==> src/rtl/uart_receiver_if.sv <==
// Receive-side bundle of the 8N1 UART link: serial input plus the byte / error
// strobes handed to comm-side logic, and the receiver FSM state for observation.
interface uart_receiver_if;
  // tx_new_byte acts as a valid with no ready: tx_byte is valid for exactly the
  // strobe cycle, and the consumer must take it then because there is no backpressure.
  logic       uart_rx;
  logic       tx_new_byte;
  logic [7:0] tx_byte;
  logic       frame_error;
  logic       rx_busy;
  logic [2:0] rx_state;

  modport master (
    input  uart_rx,
    output tx_new_byte,
    output tx_byte,
    output frame_error,
    output rx_busy,
    output rx_state
  );

  modport slave (
    output uart_rx,
    input  tx_new_byte,
    input  tx_byte,
    input  frame_error,
    input  rx_busy,
    input  rx_state
  );
endinterface

==> src/rtl/uart_receiver.sv <==
// 8N1 UART receiver: synchronizes uart_rx, deframes start/8 data LSB-first/stop.
// Optional macro UART_RX_MAJORITY_EN: 3-sample majority vote around each sample point.
module uart_receiver #(
  parameter int comm_clk_frequency = 100000000,
  parameter int baud_rate          = 115200
) (
  input  logic            clk,
  input  logic            reset,
  uart_receiver_if.master bus
);

  localparam logic [15:0] baud_delay = 16'((comm_clk_frequency / baud_rate) - 1);
  localparam logic [15:0] half_delay = 16'(((comm_clk_frequency / baud_rate) / 2) - 1);

  typedef enum logic [2:0] {
    ST_IDLE  = 3'd0,
    ST_START = 3'd1,
    ST_DATA  = 3'd2,
    ST_STOP  = 3'd3,
    ST_BREAK = 3'd4
  } state_t;

  state_t      r_state;
  logic        r_rx_s1;
  logic        r_rx_s2;
  logic [15:0] r_delay_cnt;
  logic [2:0]  r_bit_cnt;
  logic [7:0]  r_shift;
  logic [7:0]  r_tx_byte;
  logic        r_tx_new_byte;
  logic        r_frame_error;
  logic        r_rx_busy;

  logic [15:0] w_target;
  logic        w_sample_pt;
  logic        w_sample;

  // The start bit is sampled half a bit in; every later bit a full bit after that.
  assign w_target = (r_state == ST_START) ? half_delay : baud_delay;

`ifdef UART_RX_MAJORITY_EN
  logic r_smp_early;
  logic r_smp_mid;

  always_ff @(posedge clk or posedge reset) begin
    if (reset) begin
      r_smp_early <= 1'b1;
      r_smp_mid   <= 1'b1;
    end else begin
      if (r_delay_cnt == w_target - 16'd1) r_smp_early <= r_rx_s2;
      if (r_delay_cnt == w_target)         r_smp_mid   <= r_rx_s2;
    end
  end

  // Decide one cycle after the nominal point, once the third vote is visible.
  assign w_sample_pt = (r_delay_cnt == w_target + 16'd1);
  assign w_sample    = (r_smp_early & r_smp_mid) | (r_smp_early & r_rx_s2) |
                       (r_smp_mid & r_rx_s2);
`else
  assign w_sample_pt = (r_delay_cnt == w_target);
  assign w_sample    = r_rx_s2;
`endif

  always_ff @(posedge clk or posedge reset) begin
    if (reset) begin
      r_rx_s1       <= 1'b1;
      r_rx_s2       <= 1'b1;
      r_state       <= ST_IDLE;
      r_delay_cnt   <= 16'd0;
      r_bit_cnt     <= 3'd0;
      r_shift       <= 8'h00;
      r_tx_byte     <= 8'h00;
      r_tx_new_byte <= 1'b0;
      r_frame_error <= 1'b0;
      r_rx_busy     <= 1'b0;
    end else begin
      r_rx_s1       <= bus.uart_rx;
      r_rx_s2       <= r_rx_s1;
      r_tx_new_byte <= 1'b0;
      r_frame_error <= 1'b0;
      case (r_state)
        ST_IDLE: begin
          r_delay_cnt <= 16'd0;
          if (!r_rx_s2) begin
            r_state   <= ST_START;
            r_rx_busy <= 1'b1;
          end
        end
        ST_START: begin
          if (w_sample_pt) begin
            r_delay_cnt <= 16'd0;
            if (!w_sample) begin
              r_state   <= ST_DATA;
              r_bit_cnt <= 3'd0;
            end else begin
              r_state   <= ST_IDLE;
              r_rx_busy <= 1'b0;
            end
          end else begin
            r_delay_cnt <= r_delay_cnt + 16'd1;
          end
        end
        ST_DATA: begin
          if (w_sample_pt) begin
            r_delay_cnt <= 16'd0;
            r_shift     <= {w_sample, r_shift[7:1]};
            r_bit_cnt   <= r_bit_cnt + 3'd1;
            if (r_bit_cnt == 3'd7) r_state <= ST_STOP;
          end else begin
            r_delay_cnt <= r_delay_cnt + 16'd1;
          end
        end
        ST_STOP: begin
          if (w_sample_pt) begin
            r_delay_cnt <= 16'd0;
            if (w_sample) begin
              r_tx_byte     <= r_shift;
              r_tx_new_byte <= 1'b1;
              r_state       <= ST_IDLE;
              r_rx_busy     <= 1'b0;
            end else begin
              r_frame_error <= 1'b1;
              r_state       <= ST_BREAK;
            end
          end else begin
            r_delay_cnt <= r_delay_cnt + 16'd1;
          end
        end
        ST_BREAK: begin
          // A held-low line reports one error and then waits here silently.
          if (r_rx_s2) begin
            r_state     <= ST_IDLE;
            r_rx_busy   <= 1'b0;
            r_delay_cnt <= 16'd0;
          end else begin
            r_delay_cnt <= r_delay_cnt + 16'd1;
          end
        end
        default: begin
          r_state     <= ST_IDLE;
          r_rx_busy   <= 1'b0;
          r_delay_cnt <= 16'd0;
        end
      endcase
    end
  end

  assign bus.tx_new_byte = r_tx_new_byte;
  assign bus.tx_byte     = r_tx_byte;
  assign bus.frame_error = r_frame_error;
  assign bus.rx_busy     = r_rx_busy;
  assign bus.rx_state    = r_state;

endmodule
==> src/flat_wrapper.sv <==
// flat-port wrapper written by rule: the top's interface ports become plain ports
module uart_receiver_flat 
#(
  parameter int comm_clk_frequency = 100000000,
  parameter int baud_rate          = 115200
)
  (clk, reset, bus_uart_rx, bus_tx_new_byte, bus_tx_byte, bus_frame_error, bus_rx_busy, bus_rx_state);
  uart_receiver_if bus_i ();
  input  logic clk;
  input  logic reset;
  input wire logic [$bits(bus_i.uart_rx)-1:0] bus_uart_rx;
  output wire logic [$bits(bus_i.tx_new_byte)-1:0] bus_tx_new_byte;
  output wire logic [$bits(bus_i.tx_byte)-1:0] bus_tx_byte;
  output wire logic [$bits(bus_i.frame_error)-1:0] bus_frame_error;
  output wire logic [$bits(bus_i.rx_busy)-1:0] bus_rx_busy;
  output wire logic [$bits(bus_i.rx_state)-1:0] bus_rx_state;
  assign bus_i.uart_rx = bus_uart_rx;
  assign bus_tx_new_byte = bus_i.tx_new_byte;
  assign bus_tx_byte = bus_i.tx_byte;
  assign bus_frame_error = bus_i.frame_error;
  assign bus_rx_busy = bus_i.rx_busy;
  assign bus_rx_state = bus_i.rx_state;
  uart_receiver #(.comm_clk_frequency(comm_clk_frequency), .baud_rate(baud_rate)) u_core (.clk(clk), .reset(reset), .bus(bus_i));
endmodule
==> config.mk <==
export PLATFORM = sky130hd
export DESIGN_NAME = uart_receiver_flat
export DESIGN_NICKNAME = d
export VERILOG_FILES = /design/src/rtl/uart_receiver_if.sv /design/src/rtl/uart_receiver.sv /design/src/flat_wrapper.sv
export SDC_FILE = /design/constraint.sdc
export NUM_CORES = 1
export LEC_CHECK = 0
export BUFFER_PORTS_ARGS = -buffer_cell sky130_fd_sc_hd__buf_2
export CAP_MARGIN = 20
export CORE_UTILIZATION = 58
export DETAILED_ROUTE_END_ITERATION = 6
export PLACE_DENSITY_LB_ADDON = 0.1
export SYNTH_ARGS = -nofsm -noshare
export SYNTH_HDL_FRONTEND = slang
export SYNTH_SLANG_ARGS = --single-unit
==> constraint.sdc <==
create_clock -name clk -period 2.3 [get_ports clk]
set_input_delay 0.115 -clock clk [delete_from_list [all_inputs] [get_ports clk]]
set_output_delay 0.115 -clock clk [all_outputs]
set_load 0.02 [all_outputs]
; Word-level counts from Yosys, hierarchy flattened
; Cells that the tools add are included.
[totals]
ff_bits = 43
latchBits = 0
ramBits = 0
romBits = 0
inputBits = 3
output_inout_bits = 14
wordCells = 63
n_memories = 0
[op_classes]
addsub = 2
mul = 0
n_div = 0
order_cmp = 0
n_eq_ne = 14
shift = 0
mux = 27
n_bitwise = 1
reduce_logical = 9
[op_table]
columns = operator, count
row1 = $mux 16, 2
row2 = $pmux 16 s2, 1
row3 = $mux 3, 10
row4 = $add 16x1->16 const B, 1
row5 = $eq 16x16->1, 1
row6 = $pmux 3 s5, 1
row7 = $ne 2x1->1 const B, 6
row8 = $mux 10, 1
row9 = $mux 1, 9
row10 = $eq 3x2->1 const B, 2
row11 = $eq 3x3->1 const B, 2
row12 = $pmux 3 s2, 1
row13 = $reduce_and 3->1, 2
row14 = $reduce_and 6->1, 1
row15 = $ne 2x2->1 const B, 2
row16 = $pmux 1 s4, 1
row17 = $reduce_and 4->1, 1
row18 = $add 3x1->3 const B, 1
row19 = $eq 3x1->1 const B, 1
row20 = $logic_not 3->1, 1
row21 = $reduce_or 3->1, 1
row22 = $mux 2, 1
row23 = $reduce_and 2->1, 1
row24 = $reduce_bool 2->1, 1
row25 = 2 further kinds, 2

; Depth between registers and ports, before layout
[depth]
depth_word = 5
depth_mapped = 6
ltp_nobuf = 5

; Worst setup path after synthesis
; Ideal clock, no wire load.
[synth_timing]
kind = register to register
startpoint = reg u_core.r_state[0] (netlist: u_core.bus.rx_state[0])
endpoint = reg u_core.r_tx_byte[0] (netlist: u_core.bus.tx_byte[0])
setup_time_ns = 0.125
t_arrival_ns = 1.810
t_required_ns = 2.175
setup_slack_ns = 0.364
stages_incl_launch_ff = 7
path_buffers = 2
period_less_slack_ns = 1.936
path_cell_list = dfrtp_1 > buf_4 > nor3b_2 > nand3b_4 > a2111o_1 > buf_6 > mux2_4
[synth_between]
elab_chain_len = 4
elab_cells_between_ends = 5
classes_between = 3 x eq/ne / 1 x mux / 1 x reduce/logical
[synth_lines]
columns = element, line_no
row1 = start: declaration, uart_receiver.sv:23  ; state_t r_state;
row2 = start signal: assignment, uart_receiver.sv:68  ; r_state <= ST_IDLE;
row3 = start signal: assignment, uart_receiver.sv:85  ; r_state <= ST_START;
row4 = start signal: assignment, uart_receiver.sv:93  ; r_state <= ST_DATA;
row5 = $eq 3x1->1, uart_receiver.sv:39  ; assign w_target = (r_state == ST_START) ? half_delay : baud_delay;
row6 = $mux 10, uart_receiver.sv:39
row7 = $eq 16x16->1, uart_receiver.sv:60  ; assign w_sample_pt = (r_delay_cnt == w_target);
row8 = $reduce_and 3->1 (no source line) *, -
row9 = end signal: assignment, uart_receiver.sv:117  ; r_tx_byte <= r_shift;
row10 = end: declaration, uart_receiver.sv:29  ; logic [7:0] r_tx_byte;
; Every way passes the cells marked *; elsewhere a longest branch is shown, timed or not.
; A chain may end at the register's enable or synchronous reset.

; Worst setup path after layout
[layout_timing]
startpoint = reg u_core.r_delay_cnt[4]
endpoint = reg u_core.r_tx_byte[3] (netlist: u_core.bus.tx_byte[3])
[layout_between]
elab_chain_len = 2
[layout_lines]
columns = element, line_no
row1 = start: declaration, uart_receiver.sv:26  ; logic [15:0] r_delay_cnt;
row2 = start signal: assignment, uart_receiver.sv:100  ; r_delay_cnt <= r_delay_cnt + 16'd1;
row3 = start signal: assignment, uart_receiver.sv:110  ; r_delay_cnt <= r_delay_cnt + 16'd1;
row4 = start signal: assignment, uart_receiver.sv:126  ; r_delay_cnt <= r_delay_cnt + 16'd1;
row5 = $eq 16x16->1, uart_receiver.sv:60
row6 = $reduce_and 3->1 (no source line), -
; Every way passes these cells.

==> flow_summary.yaml <==
run_status:
  outcome: "complete, no violations"
sta:
  rsz0062_at_grt: "false"
  max_freq_mhz: 477
  slew_viol_final: 0
  tns_ps: 0
  skew_ps: 4.31
  tightest_slew_ps: 520
  setup_viol: 0
  post-route-period-util_pct: 91.1
  relSlewSlack_pct: 65.4
  hold_viol_final: 0
  finalCriticalPeriod_ps: 2100
critical_path:
  r2r_cells: 4
  setup.worst_path.class: "flop to flop"
  worstPathArrival_ps: 2280
  endpoint_kind: "flop"
  start_kind: "flop"
  cp_max_fo: 8
  critPathRequiredTime_ps: 2480
synthesis:
  yosys_most_used_dff: "dfrtp_1"
  syn_area_um2: 2160
  synth_cells: 181
  yosys_warnings: 0
  syn_nets: 187
  synth_seq_area_share_pct: 50.0
  synth-seq-cells: 43
  syn_area_per_cell_um2: 11.9
  synthTopCellsByArea: "dfrtp_1 (48%), mux2_4 (5.6%), xnor2_1 (4.5%)"
  synth_top_area_share_pct: 47.6
  async_reset_ff_share_pct: 100
  synth_top_area_cell: "dfrtp_1"
  synth_edf_count: 0
  synthDistinctLibCells: 48
clock_tree:
  cts_buffers: 5
  clk_latency_ps: 300
  cts_sinks: 43
  post_cts_resized: 0
  ctsHoldBuffers: 2
  cts_buffer_depth: 2
  cts_setup_buffers: 0
  clkTransAtPathRegs_ps: 80
  root_buffer: "clkbuf_8"
  htree_levels: 2
  cts_tree: "built"
floorplanning:
  fp.dieW_um: 63.0
  start_util_pct: 62.6
  dieArea_um2: 3960
  rows: 21
  die_y_um: 63.0
  ios: 17
  coreArea_um2: 3440
detailed_routing:
  drtIter0Drc: 143
  routed_wirelength_um: 4070
  dr_total_vias: 1490
  drcViolationCount: 0
  detail_route.wl_per_cell_um: 16.1
  drt-pass1-iter-count: 6
  ant_nets: 0
  vias_per_cell: 5.91
finish:
  drive_above_1_share_pct: 30.1
  fin_nets: 211
  final_util_pct: 70.7
  insertedDiodeCount: 0
  syn2layout_area_growth_pct: 12.8
  fin_area_um2: 2430
  fin_cells: 252
grt:
  grt_max_degree: 44
  grt_use_total_pct: 23.9
  grt_pass1_vias: 1500
  grt_overflow_total: 0
  antenna_found_initial: 0
  grt_pass1_wl_um: 7200
place:
  io_buffers: 16
  hpwl_um: 2800
  place_area_um2: 2290
  place_inst: 242
  place_congestion: 0.934
job:
  drv_cap: 0
hold_path:
  whs_path_depth: 0
  hp-class: "flop to flop"
power_and_ir_drop:
  power.leakage_uw: 0.00114
  p_per_area_nw_per_um2: 571
  power.total_uw: 1390
  ir_worst_vdd_mv: 0.423
-- flip-flops by register name, summed over array words and instances, names as in the netlist --
register,count
u_core.bus.frame_error,1
u_core.bus.rx_busy,1
u_core.bus.rx_state,3
u_core.bus.tx_byte,8
u_core.bus.tx_new_byte,1
u_core.r_bit_cnt,3
u_core.r_delay_cnt,16
u_core.r_rx_s1,1
u_core.r_rx_s2,1
u_core.r_shift,8
-- area by class of cell --
type	instances	area, um2
clock buffers	6	82.6
clock inverters	2	35.0
fillers	268	1010
inverters	10	37.5
multi-input cells	121	996
flip-flops and latches	43	1080
well taps	46	57.6
repair buffers	24	145
-- critical path, cell delays in order, from the launching register on --
cell,delay [ps]
dfrtp_1,450
and4bb_2,420
nand3b_4,110
a2111o_1,630
mux2_4,370
-- placed cells by master, fill, tap and decap left out, types with 7 or more instances in the layout --
cell type   n
mux2_2      8
mux2_4      8
dfrtp_1    41
a21oi_1    14
nand2_1     9
xnor2_1    11
buf_2      16
inv_1      10
nand3_1     7
-- cells in the mapped netlist, drive strengths merged (2+ instances only) --
master   instances
nor4b            2
and4bb           2
nor3             5
clkbuf           2
nor3b            3
buf              5
xor2             2
ha               3
nand4            3
nor2             6
xnor2           11
or3              2
inv             10
mux2i            2
nand2            9
nand3           10
o21ai            4
nor4             7
a21oi           14
o2bb2ai          2
mux2            16
dfrtp           41
a21boi           2
dfstp            2
-- metrics by stage --
step,setup slack [ps],hold slack [ps]
floorplan,364,119
global placement,267,223
detailed placement,216,231
CTS,207,360
global route,111,364
finish,204,363
-- worst paths after layout --
check / slack (ps) / start / to
worst max-delay path: 200 / u_core.r_delay_cnt[4] / u_core.bus.tx_byte[3]
worst min-delay path: 360 / u_core.r_rx_s1 / u_core.r_rx_s2
worst max register to register: 200 / u_core.r_delay_cnt[4] / u_core.bus.tx_byte[3]
worst min register to register: 360 / u_core.r_rx_s1 / u_core.r_rx_s2
max in group asynchronous: 1450 / reset / u_core.r_rx_s2
min in group asynchronous: 490 / reset / u_core.r_delay_cnt[2]
-- layer usage --
metal	vias to the layer above	track usage, %	part of all wire (%)
li1	703	-	-
met1	747	34.6	48
met3	6	4.93	3.7
met5	-	0	0
met4	0	8.14	1.4
met2	34	35.6	47
-- logic make-up (layout without fill, tap and decap cells) --
family / after synthesis / after routing / synth area share, %
compound gates: 32 / 32 / 10.4
xor+xnor: 13 / 13 / 5.28
fa+ha+maj: 4 / 4 / 2.21
buf+inv: 17 / 42 / 3.77
flops: 43 / 43 / 50.0
mux: 18 / 18 / 10.7
simple gates: 54 / 54 / 17.6
-- power breakdown --
group          total, uW  internal (uW)  leakage [uW]  switching, uW
sequential           760            758      0.000574           1.58
combinational       23.9           5.75      0.000505           18.1
clock                605            351     0.0000612            254
No activity file was read; power rests on OpenSTA's default activity.
